### src/rtl/su_adder_ctrl.sv
// Sequencer for the su_adder psum reduction and the ping-pong psum GBF banks.
// Optional BANK_WAIT stall counter is built when SU_CTRL_PERF_CNT_EN is defined.
//
// state     | meaning
// ----------+------------------------------------------------------------
// IDLE      | waiting for a layer config, cfg_ready high
// WAIT_PE   | PE array computing a tile, waiting for pe_done
// BANK_WAIT | tile done but its target GBF bank is still full, PE stalled
// ADD       | su_adder draining psum RF entries into cur_bank
// FLUSH     | last tile reduced, waiting for both banks to drain
// DONE      | one-cycle layer_done pulse
module su_adder_ctrl #(
  parameter int PSUM_RF_ADDR_BITWIDTH = 2,
  parameter int TILE_BITWIDTH         = 8
) (
  input  logic                             clk,
  input  logic                             reset,
  input  logic                             cfg_valid,
  output logic                             cfg_ready,
  input  logic [4:0]                       cfg_irrel_num,
  input  logic [TILE_BITWIDTH-1:0]         cfg_tile_num,
  input  logic [PSUM_RF_ADDR_BITWIDTH:0]   cfg_rf_entries,
  input  logic                             pe_done,
  output logic                             pe_hold,
  output logic [4:0]                       irrel_num,
  output logic                             pe_psum_finish,
  input  logic                             su_add_finish,
  output logic                             conv_finish,
  output logic                             cur_bank,
  output logic                             drain_req,
  output logic                             drain_bank,
  input  logic                             drain_ack,
  output logic [TILE_BITWIDTH-1:0]         tile_cnt,
  output logic                             layer_done,
  output logic [15:0]                      stall_cycles
);

  localparam int RW = PSUM_RF_ADDR_BITWIDTH + 1;
  localparam logic [RW-1:0] RF_ONE = RW'(1);
  localparam logic [RW-1:0] RF_MAX = RW'(1) << PSUM_RF_ADDR_BITWIDTH;
  localparam logic [TILE_BITWIDTH-1:0] TILE_ONE = TILE_BITWIDTH'(1);

  typedef enum logic [2:0] {
    S_IDLE,
    S_WAIT_PE,
    S_BANK_WAIT,
    S_ADD,
    S_FLUSH,
    S_DONE
  } state_t;

  state_t state, state_nxt;

  logic [TILE_BITWIDTH-1:0] tile_num_q;
  logic [RW-1:0]            rf_entries_q;
  logic [RW-1:0]            entry_cnt;
  logic [1:0]               bank_full, bank_full_nxt;
  logic                     drain_ptr;

  logic                     cfg_accept;
  logic                     add_step;
  logic                     tile_end;
  logic                     layer_end;
  logic                     drain_fire;
  logic [RW-1:0]            entry_inc;
  logic [TILE_BITWIDTH-1:0] tile_inc;
  logic [4:0]               irrel_coerced;
  logic [TILE_BITWIDTH-1:0] tile_coerced;
  logic [RW-1:0]            rf_coerced;

  assign cfg_accept = (state == S_IDLE) && cfg_valid;
  assign add_step   = (state == S_ADD) && su_add_finish;
  assign entry_inc  = entry_cnt + RF_ONE;
  assign tile_inc   = tile_cnt + TILE_ONE;
  assign tile_end   = add_step && (entry_inc == rf_entries_q);
  assign layer_end  = tile_end && (tile_inc == tile_num_q);

  assign drain_req  = |bank_full;
  assign drain_bank = drain_ptr;
  assign drain_fire = drain_ack && drain_req;

  // Degenerate configs are coerced to something the sequencer can finish.
  always_comb begin
    irrel_coerced = (cfg_irrel_num == 5'd0) ? 5'd1 : cfg_irrel_num;
    tile_coerced  = (cfg_tile_num == '0) ? TILE_ONE : cfg_tile_num;
    rf_coerced    = cfg_rf_entries;
    if (cfg_rf_entries == '0)
      rf_coerced = RF_ONE;
    else if (cfg_rf_entries > RF_MAX)
      rf_coerced = RF_MAX;
  end

  always_comb begin
    state_nxt = state;
    case (state)
      S_IDLE:      if (cfg_valid) state_nxt = S_WAIT_PE;
      S_WAIT_PE:   if (pe_done) state_nxt = bank_full[cur_bank] ? S_BANK_WAIT : S_ADD;
      S_BANK_WAIT: if (!bank_full[cur_bank]) state_nxt = S_ADD;
      S_ADD:       if (tile_end) state_nxt = layer_end ? S_FLUSH : S_WAIT_PE;
      S_FLUSH:     if (bank_full == 2'b00) state_nxt = S_DONE;
      S_DONE:      state_nxt = S_IDLE;
      default:     state_nxt = S_IDLE;
    endcase
  end

  // Set (tile end) and clear (drain) always hit different banks, so both apply.
  always_comb begin
    bank_full_nxt = bank_full;
    if (drain_fire) bank_full_nxt[drain_ptr] = 1'b0;
    if (tile_end)   bank_full_nxt[cur_bank]  = 1'b1;
  end

  always_ff @(posedge clk or negedge reset) begin
    if (!reset) begin
      state          <= S_IDLE;
      cfg_ready      <= 1'b1;
      pe_hold        <= 1'b0;
      pe_psum_finish <= 1'b0;
      conv_finish    <= 1'b0;
      layer_done     <= 1'b0;
    end else begin
      state          <= state_nxt;
      cfg_ready      <= (state_nxt == S_IDLE);
      pe_hold        <= (state_nxt == S_BANK_WAIT) || (state_nxt == S_ADD) ||
                        (state_nxt == S_FLUSH) || (state_nxt == S_DONE);
      pe_psum_finish <= (state_nxt == S_ADD);
      conv_finish    <= layer_end;
      layer_done     <= (state_nxt == S_DONE);
    end
  end

  always_ff @(posedge clk or negedge reset) begin
    if (!reset) begin
      irrel_num    <= '0;
      tile_num_q   <= TILE_ONE;
      rf_entries_q <= RF_ONE;
      entry_cnt    <= '0;
      tile_cnt     <= '0;
      cur_bank     <= 1'b0;
    end else if (cfg_accept) begin
      irrel_num    <= irrel_coerced;
      tile_num_q   <= tile_coerced;
      rf_entries_q <= rf_coerced;
      entry_cnt    <= '0;
      tile_cnt     <= '0;
    end else if (add_step) begin
      if (tile_end) begin
        entry_cnt <= '0;
        tile_cnt  <= tile_inc;
        cur_bank  <= ~cur_bank;
      end else begin
        entry_cnt <= entry_inc;
      end
    end
  end

  always_ff @(posedge clk or negedge reset) begin
    if (!reset) begin
      bank_full <= 2'b00;
      drain_ptr <= 1'b0;
    end else begin
      bank_full <= bank_full_nxt;
      if (drain_fire) drain_ptr <= ~drain_ptr;
    end
  end

`ifdef SU_CTRL_PERF_CNT_EN
  logic [15:0] stall_q;

  always_ff @(posedge clk or negedge reset) begin
    if (!reset)
      stall_q <= '0;
    else if (cfg_accept)
      stall_q <= '0;
    else if ((state == S_BANK_WAIT) && (stall_q != 16'hFFFF))
      stall_q <= stall_q + 16'd1;
  end

  assign stall_cycles = stall_q;
`else
  assign stall_cycles = 16'd0;
`endif

endmodule

### config.mk
export PLATFORM = sky130hd
export DESIGN_NAME = su_adder_ctrl
export DESIGN_NICKNAME = d
export VERILOG_FILES = /design/src/rtl/su_adder_ctrl.sv
export SDC_FILE = /design/constraint.sdc
export NUM_CORES = 1
export LEC_CHECK = 0
export ABC_CLOCK_PERIOD_IN_PS = 2500
export BUFFER_PORTS_ARGS = -buffer_cell sky130_fd_sc_hd__buf_4
export CELL_PAD_IN_SITES_DETAIL_PLACEMENT = 0
export CELL_PAD_IN_SITES_GLOBAL_PLACEMENT = 1
export CORE_MARGIN = 2
export CORE_UTILIZATION = 36
export CTS_BUF_LIST = sky130_fd_sc_hd__clkbuf_8
export DETAILED_ROUTE_END_ITERATION = 8
export MAX_ROUTING_LAYER = met4
export PLACE_DENSITY = 0.75
export SYNTH_ARGS = -nofsm -noshare
export SYNTH_HDL_FRONTEND = slang
export SYNTH_SLANG_ARGS = --single-unit
export TNS_END_PERCENT = 10
### constraint.sdc
create_clock -name clk -period 2.5 [get_ports clk]
set_clock_uncertainty 0.2 [all_clocks]
set_input_delay 0.25 -clock clk [delete_from_list [all_inputs] [get_ports clk]]
set_output_delay 0.25 -clock clk [all_outputs]
set_load 0.01 [all_outputs]
* Word level (Yosys, flattened, before mapping)
Index checks and enable logic that the tools add are counted.
** Word-level totals
- Output and inout port bits :: 37
- Flip-flop bits (word level) :: 39
- Word-level logic and storage cells :: 84
- Input bits :: 22
** Operators by class
- Add/sub/neg operators :: 2
- Reduce and logical (&&, ||, !) cells :: 21
- Multiplexer cells :: 26
- Magnitude comparators :: 5
- Bitwise logic cells :: 6
- Equality and inequality tests :: 10
** Operator list (number)
- two-way mux 3 bit :: 11
- two-way mux 8 bit :: 4
- case mux 3 bit (5 select lines) :: 1
- equality test 3 x 2 -> 1 bit, second input constant :: 4
- equality test 3 bit, second input constant :: 3
- zero test 3 bit :: 3
- adder 8 x 1 -> 8 bit, second input constant :: 1
- equality test 8 bit :: 1
- zero test 8 bit :: 1
- logical AND 1 bit :: 7
- zero test 5 bit :: 1
- two-way mux 1 bit :: 5
- two-way mux 5 bit :: 1
- < comparator 1 x 2 -> 1 bit, second input constant :: 2
- two-way mux 2 bit :: 2
- nonzero test 2 bit :: 2
- adder 3 x 1 -> 3 bit, second input constant :: 1
- equality test 3 x 1 -> 1 bit, second input constant :: 1
- equality test 3 bit :: 1
- greater-than comparator 3 bit, second input constant :: 1
- logical OR 1 bit :: 3
- NOT 1 bit :: 3
- AND reduction 3 bit :: 1
- bitwise AND 2 bit :: 1
- other kinds (7) :: 9

* Logic depth before layout (Yosys ltp)
Gate-level depths: netlist (run 1).
- Depth in word-level cells :: 11
- Depth in mapped cells :: 8

* Least setup slack after synthesis (run 1)
Ideal clock, no wire load.
- Path type :: flip-flop to flip-flop
- Start point :: register entry_cnt[0]
- End point :: register state[0]
- Path slack :: 0.000 ns
- Data arrival time :: 2.173 ns
- Setup time :: 0.128 ns
- Period minus slack after synthesis :: 2.500 ns
- Path buffers :: 1
- Cell stages (with the launch flop) :: 7
- Cell sequence :: dfrtp_1 ha_1 xor2_1 or4_1 buf_2 or4_4 nor2b_4
** On the way
- Longest elaborated chain between the ends :: 7
** Ends and longest elaborated chain
- from (decl) :: RTL line 56 : logic [RW-1:0] entry_cnt;
- from (signal assigned) :: RTL line 152 : entry_cnt <= entry_inc;
- adder 3 x 1 -> 3 bit (*) :: RTL line 73 : assign entry_inc = entry_cnt + RF_ONE;
- equality test 3 bit (*) :: RTL line 75 : assign tile_end = add_step && (entry_inc == rf_entries_q);
- logical AND 1 bit (*) :: RTL line 75
- logical AND 1 bit :: RTL line 76 : assign layer_end = tile_end && (tile_inc == tile_num_q);
- two-way mux 3 bit :: RTL line 99 : S_ADD: if (tile_end) state_nxt = layer_end ? S_FLUSH : S_WAIT_PE;
- two-way mux 3 bit (*) :: RTL line 99
- case mux 3 bit (5 select lines) (*) :: RTL line 95 : case (state)
- named net state_nxt[0] :: RTL line 52 : state_t state, state_nxt;
- to (signal assigned) :: RTL line 122 : state <= state_nxt;
- to (decl) :: RTL line 52
The timed path passes the listed nets; every way through them passes the cells marked *.
A chain may end at the register's enable or synchronous reset.

* Final worst setup path (run 1)
- Start point :: register entry_cnt[1]
- End point :: register state[0]
The elaborated chain is that of the path after synthesis.

==> run_results.csv, run 1 <==
group,metric,value,unit
global_route,antenna_found_initial,0,
timing,layout_min_cycle_time,2439,ps
drt,vias,1683,
synthesis,synth_fa_ha_area_share,1.218,%
synthesis,ys_types,43,
synthesis,syn_area,0.002054,mm2
setup_path,start_kind,"flop",
synthesis,ys.flop_type,"dfrtp_1",
synthesis,avgSynthCellArea,9.131,um2
floorplanning,die_w,79.55,um
setup_path,slowest_stage,"or4_4",
setup_path,cp_slowest_stage_delay,570,ps
placement,portBuffers,42,
synthesis,synth_commonest_cells,"nand2_1, dfrtp_1, o21ai_0",
setup_path,worstPathCellList,"ha_1 -> xor2_1 -> or4_4 -> or4_4 -> nor2b_4",
timing,max-slew-margin-rel,53.27,%
synthesis,yosys_warnings,0,
synthesis,async_flop_share,100.0,%
power_and_ir_drop,total_power,2.611,mW
synthesis,yosysMostFrequentCell,"nand2_1",
setup_path,crit_top_cell,"or4_4",
status,status,"finished clean",
placement,dpl-instance-area,0.002406,mm2
finish,area_growth,30.57,%
clock_network,cts.clk_slew.worst_paths,80,ps
timing,max_freq,0.4100,GHz
power_and_ir_drop,peakVddDrop,0.0004855,V
drt,viasPerCell,4.688,
clock_network,root_buffer,"clkbuf_8",
min_path,hold_path.class,"input port to flop",
drt,dr.pass1.iters,4,
setup_path,end_kind,"flop",
clock_network,htreeDepth,2,
power_and_ir_drop,pwr-share-seq,39.9,%
synthesis,syn_inst,225,
synthesis,synth_xor_xnor_area_share,7.552,%
power_and_ir_drop,power.switching,0.9334,mW
floorplanning,die_area,0.006327,mm2
drt,drt_iter0_drc,54,
synthesis,synth-compound-area-share,10.90,%
clock_network,clkSinkCount,39,
finish,antenna_cells,0,
floorplanning,io_pins,59,
drt,wl,4387,um
global_route,grt_pass1_wl,7410,um
global_route,grt_use_total,15.44,%
synthesis,synth_area_leaders,"dfrtp_1, nand2_1, buf_4",
floorplanning,num_rows,27,
finish,nets,310,
setup_path,crit_type,"flop to flop",
finish,fin_area,0.002683,mm2
floorplanning,coreArea,0.005507,mm2
global_route,grt_pass1_vias,1624,
clock_network,tritoncts,"built",
placement,dp_hpwl,3038,um
timing,maxSlewViolCount,0,
timing,final_hold_viol_count,0,
power_and_ir_drop,cellInternalPower,1.678,mW
power_and_ir_drop,p_sw_share,35.75,%
clock_network,clk_latency,290,ps
synthesis,synth_simple_gate_area_share,23.69,%
setup_path,crit_path_max_fanout,4,
setup_path,arrival,2420,ps
finish,drive_gt1_share,22.65,%
power_and_ir_drop,cellPowerDensity,973.3,mW/mm2
synthesis,synth_top_cell_by_area,"dfrtp_1",
placement,gp_congestion,0.8130,
timing,rsz0062_at_grt,"no",
setup_path,required,2480,ps
power_and_ir_drop,p_leak,1.313,nW
setup_path,worst_path_dominant_cell_family,"simple AND/OR/NAND/NOR gates",
drt,routedWlPerCell,12.22,um
synthesis,ys_seq_area_share,47.69,%
floorplanning,fp.dieH,79.55,um
synthesis,synth.area.mux_share,0.4872,%
setup_path,cp_num_buf_inv,0,
power_and_ir_drop,comb_power_share,39.8,%
clock_network,post_cts_buffers,0,
global_route,grt_max_degree,40,
drt,drc,0,
global_route,grt-ovfl-total,0,
timing,worst_slew_pin_slew,699.2,ps
synthesis,synth-seq-cells,39,
clock_network,cts_buffer_depth,2,
synthesis,synth_top_cell_area_share,43.85,%
setup_path,r2r_slack,60,ps
timing,setup_viol,0,
clock_network,cts_buffers,5,
synthesis,synth_top_family_by_area,"simple AND/OR/NAND/NOR gates",
timing,fin_tns_setup,0,ps
power_and_ir_drop,clkPwrFrac,20.3,%
floorplanning,initial_core_util,37.31,%
drt,ant_nets,0,
flow_run,max_cap_viol_count,0,
timing,finalCritPeriodShare,97.55,%
synthesis,synth_edf_count,0,
[area by class of cell]
class / instances / area, um2
clock inverter: 3 / 43.79
multi-input combinational: 172 / 964.7
tap: 72 / 90.09
fill: 531 / 2824
timing repair buffer: 64 / 520.5
clock buffer: 5 / 68.82
inverter: 4 / 15.01
sequential: 39 / 979.7
[layer usage]
layer / GRT usage, % / up-vias / routed length [um]
met1: 20.40 / 775 / 2155
met5: - / - / 0
met2: 22.86 / 48 / 1982
li1: - / 853 / -
met3: 3.733 / 7 / 187
met4: 6.207 / 0 / 62
[sequential cells by signal (all words and copies together), names as in the netlist]
register        flops
conv_finish         1
layer_done          1
bank_full           2
rf_entries_q        3
drain_bank          1
pe_hold             1
state               3
tile_num_q          8
pe_psum_finish      1
tile_cnt            8
entry_cnt           3
cfg_ready           1
cur_bank            1
irrel_num           5
[final timing paths]
path	start	end	cells after the start
worst max-delay path	entry_cnt[1]	state[0]	5
worst min-delay path	drain_ack	drain_bank	3
worst max register to register	entry_cnt[1]	state[0]	5
worst min register to register	irrel_num[3]	irrel_num[3]	2
max in group asynchronous	reset	tile_num_q[0]	2
min in group asynchronous	reset	rf_entries_q[2]	2
[repair_timing]
action / in CTS / in global routing
hold buffers: 16 / 0
resized for setup: 0 / 1
endpoints found under the setup margin: 0 / 1
endpoints found under the hold margin: 52 / 0
[logic make-up (layout without fill, tap and decap cells)]
kind of cell    Yosys count  in the layout
compound gates           36             36
xor+xnor                 16             16
fa+ha+maj                 2              2
buf+inv                  29             76
flops                    39             39
mux                       1              1
other cells               1             16
simple gates            101            101
[placed cells by master (no fill, tap or decap), types with 2 or more instances in the layout]
cell type and count:
and2_0 2, and2_1 2, a211oi_1 3, nand3b_1 3, or4_4 2, nand2_1 55, ha_1 2, conb_1 16
o31ai_1 4, nand3_1 8, nor2_1 10, dfrtp_1 36, or3_1 2, nor3_1 3, o21ai_0 17, a21oi_1 4
buf_4 48, xnor2_1 9, xor2_1 6, clkbuf_8 5, dlygate4sd3_1 16, inv_1 4, nor2b_1 3, dfstp_2 3
nor4_1 4
[stage by stage]
step                utilization (%)  instances  setup slack (ps)  hold slack, ps
global placement              43.69        335             93.25           57.27
CTS                           48.65        359             46.80           15.19
finish                        48.72        359             61.14           24.66
detailed placement            43.69        335             57.97           57.30
floorplan                         -        240             18.82          -245.6
global route                  48.72        359             3.455           17.83
[worst reg2reg max path, delay by kind of cell (launching register included)]
family / cells / cell delay (ps)
adders and majority gates: 1 / 320
xor gates and xnor gates: 1 / 180
and+or+nand+nor: 3 / 1230
DFF: 1 / 390
[power groups by stage]
| stage | clock [mW] | sequential (mW) | combinational, mW |
|---|---|---|---|
| 2_1_floorplan | 0 | 1.05 | 0.653 |
| 3_3_place_gp | 0 | 1.05 | 0.997 |
| 3_5_place_dp | 0 | 1.05 | 1.01 |
| 4_1_cts | 0.549 | 1.04 | 1.04 |
| 5_1_grt | 0.577 | 1.08 | 1.15 |
| 6_report | 0.531 | 1.04 | 1.04 |
Note: power is estimated with default switching activity, not from simulation.
==> run 2, diff against run 1 <==
--- a/config.mk
+++ b/config.mk
@@ -5,12 +5,13 @@
 export SDC_FILE = /design/constraint.sdc
 export NUM_CORES = 1
 export LEC_CHECK = 0
+export ABC_AREA = 1
 export ABC_CLOCK_PERIOD_IN_PS = 2500
 export BUFFER_PORTS_ARGS = -buffer_cell sky130_fd_sc_hd__buf_4
 export CELL_PAD_IN_SITES_DETAIL_PLACEMENT = 0
 export CELL_PAD_IN_SITES_GLOBAL_PLACEMENT = 1
 export CORE_MARGIN = 2
-export CORE_UTILIZATION = 36
+export CORE_UTILIZATION = 35
 export CTS_BUF_LIST = sky130_fd_sc_hd__clkbuf_8
 export DETAILED_ROUTE_END_ITERATION = 8
 export MAX_ROUTING_LAYER = met4
==> run 2 against run 1 <==
  * Sequential cell count unchanged
  * Wire length increased by 2.5%
  * Area after synthesis increased by 2.0%
  * Global-route usage decreased by 0.53 points
  * Non-clock buffer count decreased by 14
  * Highest routed layer unchanged
  * Via count increased by 2.4%
  * Critical endpoint is now cfg_ready
==> run_results.csv, run 2 <==
group,metric,value,unit
finish,final_common_cell,"nand2_1",
power_and_ir_drop,cellInternalPower,1.802,mW
power_and_ir_drop,peakVddDrop,0.0003346,V
finish,final_cell_mix,"nand2_1, buf_4, inv_1, dfrtp_1, o21ai_0",
finish,final.fill_count,623,
placement,gp_congestion,0.8613,
timing,setup_viol,0,
clock_network,htreeDepth,2,
global_route,grt-ovfl-total,0,
clock_network,cts.clk_slew.worst_paths,80,ps
synthesis,syn_inst,258,
finish,multi_input_area,890.9,um2
power_and_ir_drop,p_leak,1.402,nW
placement,dp_hpwl,3382,um
clock_network,tritoncts,"built",
synthesis,yosysMostFrequentCell,"nand2_1",
drt,wl,4497,um
finish,top_regs,"tile_cnt: 8 flops, tile_num_q: 8 flops, irrel_num: 5 flops",
placement,portBuffers,42,
clock_network,root_buffer,"clkbuf_8",
clock_network,post_cts_buffers,0,
synthesis,avgSynthCellArea,8.123,um2
flow_run,max_cap_viol_count,0,
timing,finalCritPeriodShare,82.04,%
synthesis,synth_commonest_cells,"nand2_1, dfrtp_1, inv_1",
status,status,"finished clean",
finish,area_growth,25.43,%
finish,utilization,44.93,%
min_path,min_to,"tile_num_q[4]",
setup_path,crit_path_max_fanout,6,
power_and_ir_drop,clkPwrFrac,18.2,%
finish,nets,336,
floorplanning,coreArea,0.005851,mm2
power_and_ir_drop,cellPowerDensity,1152,mW/mm2
drt,viasPerCell,4.443,
global_route,grt_max_degree,40,
drt,vias,1724,
min_path,hp-start,"cfg_tile_num[4]",
power_and_ir_drop,p_sw_share,40.47,%
timing,max_freq,0.4876,GHz
drt,dr.pass1.iters,4,
timing,fin_tns_setup,0,ps
floorplanning,initial_core_util,35.82,%
drt,routedWlPerCell,11.59,um
synthesis,syn_area,0.002096,mm2
floorplanning,die_area,0.006623,mm2
setup_path,worstPathCellList,"ha_1 -> xnor2_1 -> nand2_1 -> nor2_1 -> nand3_2 -> nor2_2 -> nand3_2 -> nand2_2 -> nand2_2 -> nor2_2",
timing,final_hold_viol_count,0,
finish,regArea,979.7,um2
timing,rsz0062_at_grt,"no",
timing,layout_min_cycle_time,2051,ps
finish,drive_gt1_share,23.96,%
global_route,grt_use_total,14.91,%
power_and_ir_drop,power.switching,1.225,mW
synthesis,yosys_warnings,0,
drt,ant_nets,0,
setup_path,end_kind,"flop",
setup_path,cp_slowest_stage_delay,470,ps
drt,drt_iter0_drc,73,
synthesis,synth-seq-cells,39,
floorplanning,fp.dieH,81.38,um
synthesis,ys.flop_type,"dfrtp_1",
clock_network,cts_resized,0,
global_route,antenna_found_initial,0,
finish,antenna_cells,0,
clock_network,clk_latency,290,ps
synthesis,async_flop_share,100.0,%
clock_network,cts_buffers,5,
setup_path,rr_worst_depth,10,
synthesis,synth_area_leaders,"dfrtp_1, nand2_1, inv_1",
floorplanning,num_rows,28,
floorplanning,io_pins,59,
clock_network,postCtsHoldBufs,6,
global_route,grt_pass1_wl,7238,um
power_and_ir_drop,comb_power_share,43.8,%
timing,maxSlewViolCount,0,
power_and_ir_drop,pwr-share-seq,38.1,%
setup_path,reg2reg_from,"tile_cnt[0]",
drt,drc,0,
min_path,hold_path_depth,3,
setup_path,cp_num_buf_inv,0,
synthesis,ys_seq_area_share,46.75,%
setup_path,required,2540,ps
setup_path,r2r_end,"cfg_ready",
setup_path,slowest_stage,"dfrtp_1",
synthesis,synth_top_cell_by_area,"dfrtp_1",
setup_path,start_kind,"flop",
synthesis,ys_types,33,
synthesis,synth_top_cell_area_share,42.99,%
floorplanning,die_w,81.38,um
clock_network,cts_buffer_depth,2,
global_route,grt_pass1_vias,1557,
setup_path,r2r_slack,450,ps
setup_path,worst_path_dominant_cell_family,"simple AND/OR/NAND/NOR gates",
min_path,hold_path.class,"input port to flop",
setup_path,crit_type,"flop to flop",
synthesis,synth_edf_count,0,
setup_path,arrival,2090,ps
clock_network,clkSinkCount,39,
==> run 2: cell types whose count changed in the layout (fill, tap and decap cells not counted), sizes merged, moves of 5 or more <==
cell,delta
xnor2,-8
buf,-5
o21ai,+7
nand2,+17
nor2,+7
inv,+37
dlygate4sd3,-9
nand3,+7
==> run 2: cells by family after synthesis <==
| kind of cell | count (synthesis) | share of synthesized area (%) |
|---|---|---|
| AOI/OAI and AO/OA | 37 | 9.731 |
| xor gates and xnor gates | 4 | 1.672 |
| adders and majority gates | 2 | 1.194 |
| buffers and inverters | 59 | 13.43 |
| DFF | 39 | 46.75 |
| muxes | 1 | 0.4776 |
| other | 1 | 0.1789 |
| and+or+nand+nor | 115 | 26.57 |
==> run 2: power by group through the flow <==
stage	Combinational [mW]	Sequential, mW	Clock, mW
4_1_cts	1.34	1.16	0.566
5_1_grt	1.51	1.19	0.590
3_5_place_dp	1.33	1.16	0
3_3_place_gp	1.32	1.16	0
2_1_floorplan	0.860	1.17	0
6_report	1.32	1.15	0.551
==> run 2: worst reg2reg max path, cell delays in order (launching register included) <==
cell     delay [ps]
dfrtp_1         470
ha_1            360
xnor2_1         160
nand2_1          60
nor2_1          180
nand3_2         130
nor2_2          100
nand3_2         100
nand2_2          90
nand2_2          60
nor2_2           90
==> run 2: metrics by stage <==
stage	hold slack, ps	setup slack, ps	total power, mW	cell area (um2)	std cells
final	20.39	449.1	3.027	2629	388
after global routing	23.93	262.1	3.292	2629	388
after CTS	2.768	426.6	3.064	2619	387
after detailed placement	59.28	451.0	2.493	2441	373
after global placement	54.16	442.9	2.475	2441	373
after floorplan	-245.6	643.4	2.026	2152	273
==> run 2: routing by layer <==
metal / global-route usage (%) / up-vias / share of wire (%)
li1: - / 890 / -
met1: 19.87 / 790 / 48
met2: 22.38 / 37 / 47
met3: 3.333 / 7 / 3.4
met4: 5.085 / 0 / 1.5
met5: - / - / 0
==> run 2: how the worst max path moves through the flow <==
stage | from | to | slack [ps] | cells after the start
4_1_cts | tile_cnt[0] | cfg_ready | 430 | 10
2_1_floorplan | entry_cnt[0] | cfg_ready | 640 | 13
3_3_place_gp | tile_cnt[0] | cfg_ready | 440 | 10
3_5_place_dp | tile_cnt[0] | cfg_ready | 450 | 10
6_report | tile_cnt[0] | cfg_ready | 450 | 10
5_1_grt | tile_cnt[0] | cfg_ready | 260 | 10
==> run 2: final cells by class <==
| cell class | instances | area share (%) |
|---|---|---|
| Clock inverter | 2 | 1.333 |
| Inverter | 41 | 5.854 |
| Sequential cell | 39 | 37.27 |
| Timing Repair Buffer | 50 | 14.95 |
| Tap cell | 75 | 3.570 |
| Multi-Input combinational cell | 175 | 33.89 |
| Clock buffer | 6 | 3.141 |
